$ cat src/rtl/fp_rf_sequencer.sv
// Register-file sequencer for an external combinational fp adder: loads words,
// then runs read-A / read-B / add / write-back for each accepted command.
module fp_rf_sequencer #(
    parameter int DEPTH  = 32,
    parameter int ADDR_W = 5,
    parameter int DATA_W = 32
) (
    input  logic              clk,
    input  logic              reset,
    input  logic              ld_en,
    input  logic [ADDR_W-1:0] ld_addr,
    input  logic [DATA_W-1:0] ld_data,
    input  logic              cmd_valid,
    output logic              cmd_ready,
    input  logic [ADDR_W-1:0] cmd_src_a,
    input  logic [ADDR_W-1:0] cmd_src_b,
    input  logic [ADDR_W-1:0] cmd_dst,
    output logic [DATA_W-1:0] add_a,
    output logic [DATA_W-1:0] add_b,
    input  logic [DATA_W-1:0] add_sum,
    output logic              done,
    output logic [DATA_W-1:0] result,
    input  logic [ADDR_W-1:0] rd_addr,
    output logic [DATA_W-1:0] rd_data,
    output logic [7:0]        op_count
);

    typedef enum logic [2:0] {IDLE, RD_A, RD_B, ADD, WB} state_t;

    state_t            state, state_nxt;
    logic [DATA_W-1:0] mem [DEPTH];
    logic [ADDR_W-1:0] src_a, src_b, dst;
    logic [DATA_W-1:0] op_a, op_b;
    logic              accept, ld_go;

    // A load in IDLE takes priority over a pending command.
    assign ld_go  = ld_en && (state == IDLE);
    assign accept = cmd_valid && cmd_ready;
    assign add_a  = op_a;
    assign add_b  = op_b;

    always_ff @(posedge clk or negedge reset) begin
        if (!reset) state <= IDLE;
        else        state <= state_nxt;
    end

    always_comb begin
        state_nxt = state;
        cmd_ready = 1'b0;
        done      = 1'b0;
        case (state)
            IDLE: begin
                cmd_ready = !ld_en;
                if (cmd_valid && !ld_en) state_nxt = RD_A;
            end
            RD_A:    state_nxt = RD_B;
            RD_B:    state_nxt = ADD;
            ADD:     state_nxt = WB;
            WB: begin
                done      = 1'b1;
                state_nxt = IDLE;
            end
            default: state_nxt = IDLE;
        endcase
    end

    always_ff @(posedge clk or negedge reset) begin
        if (!reset) begin
            src_a    <= '0;
            src_b    <= '0;
            dst      <= '0;
            op_a     <= '0;
            op_b     <= '0;
            result   <= '0;
            op_count <= '0;
        end else begin
            if (accept) begin
                src_a <= cmd_src_a;
                src_b <= cmd_src_b;
                dst   <= cmd_dst;
            end
            if (state == RD_A) op_a <= mem[src_a];
            if (state == RD_B) op_b <= mem[src_b];
            if (state == ADD)  result <= add_sum;
            if (state == WB)   op_count <= op_count + 8'd1;
        end
    end

    // Readback samples the pre-write contents, so a same-edge write shows next cycle.
    always_ff @(posedge clk or negedge reset) begin
        if (!reset) begin
            for (int i = 0; i < DEPTH; i++) mem[i] <= '0;
            rd_data <= '0;
        end else begin
            rd_data <= mem[rd_addr];
            if (ld_go)              mem[ld_addr] <= ld_data;
            else if (state == WB)   mem[dst]     <= result;
        end
    end

endmodule

$ cat config.mk
export PLATFORM = sky130hd
export DESIGN_NAME = fp_rf_sequencer
export DESIGN_NICKNAME = d
export VERILOG_FILES = /design/src/rtl/fp_rf_sequencer.sv
export SDC_FILE = /design/constraint.sdc
export NUM_CORES = 2
export LEC_CHECK = 0
export CAP_MARGIN = 20
export CORE_MARGIN = 3
export CORE_UTILIZATION = 29
export DETAILED_ROUTE_END_ITERATION = 6
export GPL_ROUTABILITY_DRIVEN = 0
export MAX_ROUTING_LAYER = met4
export PLACE_DENSITY = 0.47
export SLEW_MARGIN = 20
export SYNTH_ARGS = -nofsm -noshare
export SYNTH_HDL_FRONTEND = slang
export SYNTH_SLANG_ARGS = --single-unit
$ cat constraint.sdc
create_clock -name clk -period 2.9 [get_ports clk]
set_input_delay 0.58 -clock clk [delete_from_list [all_inputs] [get_ports clk]]
set_output_delay 0.58 -clock clk [all_outputs]
set_load 0.1 [all_outputs]
## Yosys cells after proc, flatten, opt, wreduce, memory -nomap -nowiden

Cells that the tools add are included.

| word-level totals | value |
|---|---|
| register bits | 1178 |
| output and inout bits | 138 |
| word-level logic and storage cells | 88 |
| input port bits | 93 |

| operators by class | value |
|---|---|
| muxes and demuxes | 21 |
| bitwise logic cells | 5 |
| order comparisons | 7 |
| add/sub/neg operators | 1 |
| eq/ne operators | 5 |
| reduce and logical (&&, ||, !) cells | 8 |

Operators by type and width:

| cell | number |
|---|---|
| 1024-bit bitwise mux | 2 |
| 1024-bit 2-to-1 mux | 2 |
| 32-bit binary-select mux with 5-bit select | 3 |
| 32-bit demux with 5-bit select | 2 |
| 32-bit 2-to-1 mux | 8 |
| 6-bit >= comparator (second input constant) | 5 |
| 5-bit NOT with 6-bit output | 5 |
| 6-bit by 1-bit less-than comparator with 1-bit output (second input constant) | 2 |
| 3-bit case mux with 4 select lines | 1 |
| 8-bit by 1-bit adder with 8-bit output (second input constant) | 1 |
| 3-bit by 2-bit == test with 1-bit output (second input constant) | 2 |
| 1-bit logical AND | 5 |
| 3-bit by 1-bit == test with 1-bit output (second input constant) | 1 |
| 3-bit == test (second input constant) | 1 |
| 3-bit logical NOT | 1 |
| 3-bit 2-to-1 mux | 1 |
| 1-bit 2-to-1 mux | 2 |
| 2-bit by 1-bit != test with 1-bit output (second input constant) | 1 |
| 2-bit nonzero test | 1 |
| 1-bit logical NOT | 1 |

## Depth between registers and ports, before layout

| depth | value |
|---|---|
| depth after elaboration | 8 |
| mapped depth | 11 |
| gate-level depth less buffers | 5 |

## Worst setup path before layout

Ideal clock, no wire load.

| path | value |
|---|---|
| kind | flip-flop to output port |
| start point | reg state[2] |
| end point | out cmd_ready |
| required time | 2320 ps |
| arrival | 3441 ps |
| buffers on the path | 1 |
| setup slack | -1121 ps |
| stages on the path, launching flop included | 3 |
| cells stage by stage | dfrtp_1 -> buf_2 -> nor4_1 |

| on the way | value |
|---|---|
| longest elaborated chain between the ends | 2 |

Ends and longest elaborated chain:

| item | RTL line | text |
|---|---|---|
| from (decl) | 30 | `state_t state, state_nxt;` |
| from (signal assigned) | 44 | `else state <= state_nxt;` |
| 3-bit logical NOT | 51 | `case (state)` |
| 1-bit 2-to-1 mux | 51 |  |
| to (decl) | 14 | `output logic cmd_ready,` |

Every way passes these cells.

## Worst setup path after layout

| path | value |
|---|---|
| start point | reg src_b[0] |
| end point | reg op_b[23], in the netlist add_b[23] |

| on the way | value |
|---|---|
| longest elaborated chain between the ends | 4 |

Ends and longest elaborated chain:

| item | RTL line | text |
|---|---|---|
| from (decl) | 32 | `logic [ADDR_W-1:0] src_a, src_b, dst;` |
| from (signal assigned) | 79 | `src_b <= cmd_src_b;` |
| 5-bit NOT with 6-bit output (not written as such) | 83 | `if (state == RD_B) op_b <= mem[src_b];` |
| 32-bit binary-select mux with 5-bit select | 83 |  |
| 32-bit 2-to-1 mux (not written as such) (2 in a row) | 83 |  |
| to (signal assigned) | 83 |  |
| to (decl) | 33 | `logic [DATA_W-1:0] op_a, op_b;` |

Every way passes these cells. The select of a mux whose other input is x is not followed.
A chain may end at the register's enable or synchronous reset.

==> out/metrics.csv <==
stage,metric,value,unit
sta,fin_ws,0.0506,ns
synth,synth_ff_type,dfrtp_1,
critical_path,crit_path_max_fanout,30,
synth,yosysMostFrequentCell,dfrtp_1,
sta,max_freq,351,MHz
synth,synth-seq-area-share,0.393,
critical_path,start_kind,flop,
floorplanning,start_util,0.292,
synth,netlist_top_cells_area,"dfrtp_1 39%, mux2i_1 14%, a22oi_1 11%",
critical_path,worstReg2RegEnd,add_b[23]$_DFFE_PN0N_,
clock_network,cts_max_level,4,
synth,yosys_warnings,0,
sta,finalSetupViolations,0,
placed_design,portBuffers,230,
detailed_routing,drtAntennaViolNets,0,
run,drv_cap,0,
detailed_routing,routedWlPerCell,39.7,µm
critical_path,arrival,3.60,ns
sta,slew_violations,0,
critical_path,critPathCaptureType,flop,
placed_design,hpwlAfterDp,299,mm
detailed_routing,drtIter0Drc,11700,
synth,synth.top_cell.area_share,0.393,
sta,slew_headroom,0.252,
global_route,grt-ovfl-total,0,
power_and_ir_drop,peakVddDrop,0.801,mV
critical_path,critical_path.max_stage_delay,0.69,ns
floorplanning,fp-row-count,186,
critical_path,ff2ff_setup_slack,0.05,ns
global_route,grt_max_degree,86,
placed_design,dp.cells,10900,
sta,rsz0062_at_grt,no,
layout,nets,7736,
clock_network,clock-sinks,1178,
global_route,grt_pass1_vias,72500,
synth,async_flop_share,1.00,
floorplanning,die_area,0.265,mm²
sta,tightest_slew,1.12,ns
clock_network,clock_path_buffers,3,
global_route,grtUsageTotal,0.335,
critical_path,criticalPathCategory,flop to flop,
layout,syn_to_final_growth,25.9,%
detailed_routing,drtPass1Iterations,7,
synth,synth.net_count,7459,
detailed_routing,drc_errors,1,
critical_path,worstPathRequired,3.65,ns
clock_network,insertion_delay,0.86,ns
critical_path,critPathSlowestCell,o41ai_2,
clock_network,cts_buffers,150,
sta,hold_violations,0,
clock_network,cts_tree,yes,
floorplanning,die_h,515,µm
sta,finalCritPeriodShare,0.983,
floorplanning,core,0.257,mm²
synth,synth_area_leader_cell,dfrtp_1,
critical_path,crit_chain,buf_12 > mux2i_1 > a22o_1 > a221oi_1 > o22ai_1 > o41ai_2 > buf_4,
floorplanning,num_io_pins,231,
synth,yosysUniqueCellTypes,51,
critical_path,rr_startpoint,src_b[0]$_DFFE_PN0P_,
detailed_routing,wl,444,mm
clock_network,cts_root_buffer,clkbuf_16,
placed_design,place_ws,-0.331,ns
synth,synth-edff-count,0,
synth,synth_area,0.0750,mm²
layout,drive_gt1_frac,0.223,
power_and_ir_drop,p_leak,38.4,nW
sta,period_minus_slack,2.85,ns
global_route,grt_pass1_wl,608,mm
detailed_routing,vias,75300,
power_and_ir_drop,powerDensity,1170,mW/mm²
layout,final-instance-count-excl-fill,11200,
clock_network,clk_pin_slew_worst_paths,0.06,ns
run_status,status,finished with violations,
sta,fin_skew,0.0547,ns
detailed_routing,via_per_inst,6.73,
critical_path,r2r_cells,7,
global_route,antenna_found_initial,32,
synth,ys_seq_elements,1178,
synth,synth_cells,7365,
synth,synth_commonest_cells,"1,178 x dfrtp_1, 1,119 x a22oi_1, 1,024 x mux2i_1",
synth,synth_area_per_cell,10.2,µm²
run_status,violations,DRC,
floorplanning,fp.dieW,515,µm
min_path,hp-class,input port to async pin,
power breakdown:
part / total [mW] / internal [mW] / switching (mW)
logic: 60.1 / 22.7 / 37.4
clock network: 20.5 / 11.9 / 8.60
registers: 29.9 / 22.2 / 7.76
total: 111 / 56.8 / 53.7
state kept, by name, summed over array words and instances (netlist names):
register	cells
add_b	32
state	3
dst	5
result	32
op_count	8
src_a	5
rd_data	32
add_a	32
mem	1024
src_b	5
how the worst max path moves through the flow:
stage                               from                     to  slack (ns)
finish              src_b[0]$_DFFE_PN0P_  add_b[23]$_DFFE_PN0N_        0.05
global route        src_b[0]$_DFFE_PN0P_  add_b[23]$_DFFE_PN0N_        0.05
floorplan                     rd_addr[0]  rd_data[10]$_DFF_PN0_       0.002
CTS                 state[2]$_DFFE_PN0P_                   done       0.002
global placement                   ld_en    mem[24]$_DFFE_PN0P_       -0.39
detailed placement                 ld_en    mem[24]$_DFFE_PN0P_       -0.33
through the flow:
step | hold slack [ns] | utilization | power (mW) | instance area (µm²) | TNS [ns]
floorplan | 0.284 | - | 62.5 | 75000 | 0
global placement | 0.457 | 0.346 | 87.3 | 89100 | -113.00
detailed placement | 0.455 | 0.346 | 88.1 | 89100 | -94.91
CTS | 0.202 | 0.367 | 109 | 94400 | 0
global route | 0.253 | 0.367 | 114 | 94400 | 0
finish | 0.243 | 0.367 | 111 | 94500 | 0
critical path, delay by kind of cell (launching register included):
family	cells	cell delay, ns
buffers and inverters	2	0.53
AOI/OAI and AO/OA	4	1.42
muxes	1	0.12
DFF	1	0.63
cell usage in the layout (no fill, tap or decap), types with 36 or more instances in the layout:
cell and count:
o41ai_1 63, a221oi_1 128, dfrtp_1 1175, a22oi_1 1119, clkdlybuf4s50_1 86, clkinv_2 36
buf_12 357, clkbuf_16 151, nand2_1 493, and2_1 65, mux2i_1 1024, o21a_1 161
a21oi_1 416, o22ai_1 64, o21ai_1 66, o221ai_1 160, buf_4 626, a22o_1 128
nor2_1 302, mux4_2 320, o21ai_0 509, mux2_2 47
final cells by class:
type                    instances  area, µm²
fillers                     25200     163000
clock buffers                 204       4300
repair buffers               1074      12800
inverters                       3       18.8
diodes                         28       70.1
multi-input cells            5235      42600
flip-flops and latches       1178      29500
well taps                    3384       4230
clock inverters                73       1000
timing repair:
action                     in CTS  in global routing
buffers inserted                0                  2
setup endpoints to repair       2                  1
hold endpoints to repair      305                  0
resized for setup               6                  0
hold buffers                    1                  0
routing by layer:
layer / GRT usage / wire [µm] / up-vias
met5: - / 0 / -
met2: 0.468 / 186000 / 6095
met3: 0.108 / 56000 / 1672
met1: 0.419 / 170000 / 38200
met4: 0.206 / 32500 / 0
li1: - / - / 29200
cell families after synthesis:
| family | synth area share |
|---|---|
| AO/OA/AOI/OAI | 0.260 |
| XOR/XNOR | 0.000934 |
| adder cells (fa/ha/maj) | 0.000167 |
| buffers and inverters | 0.0501 |
| flip-flops | 0.393 |
| multiplexers | 0.240 |
| AND/OR/NAND/NOR | 0.0564 |
No activity file was read; power rests on OpenSTA's default activity.
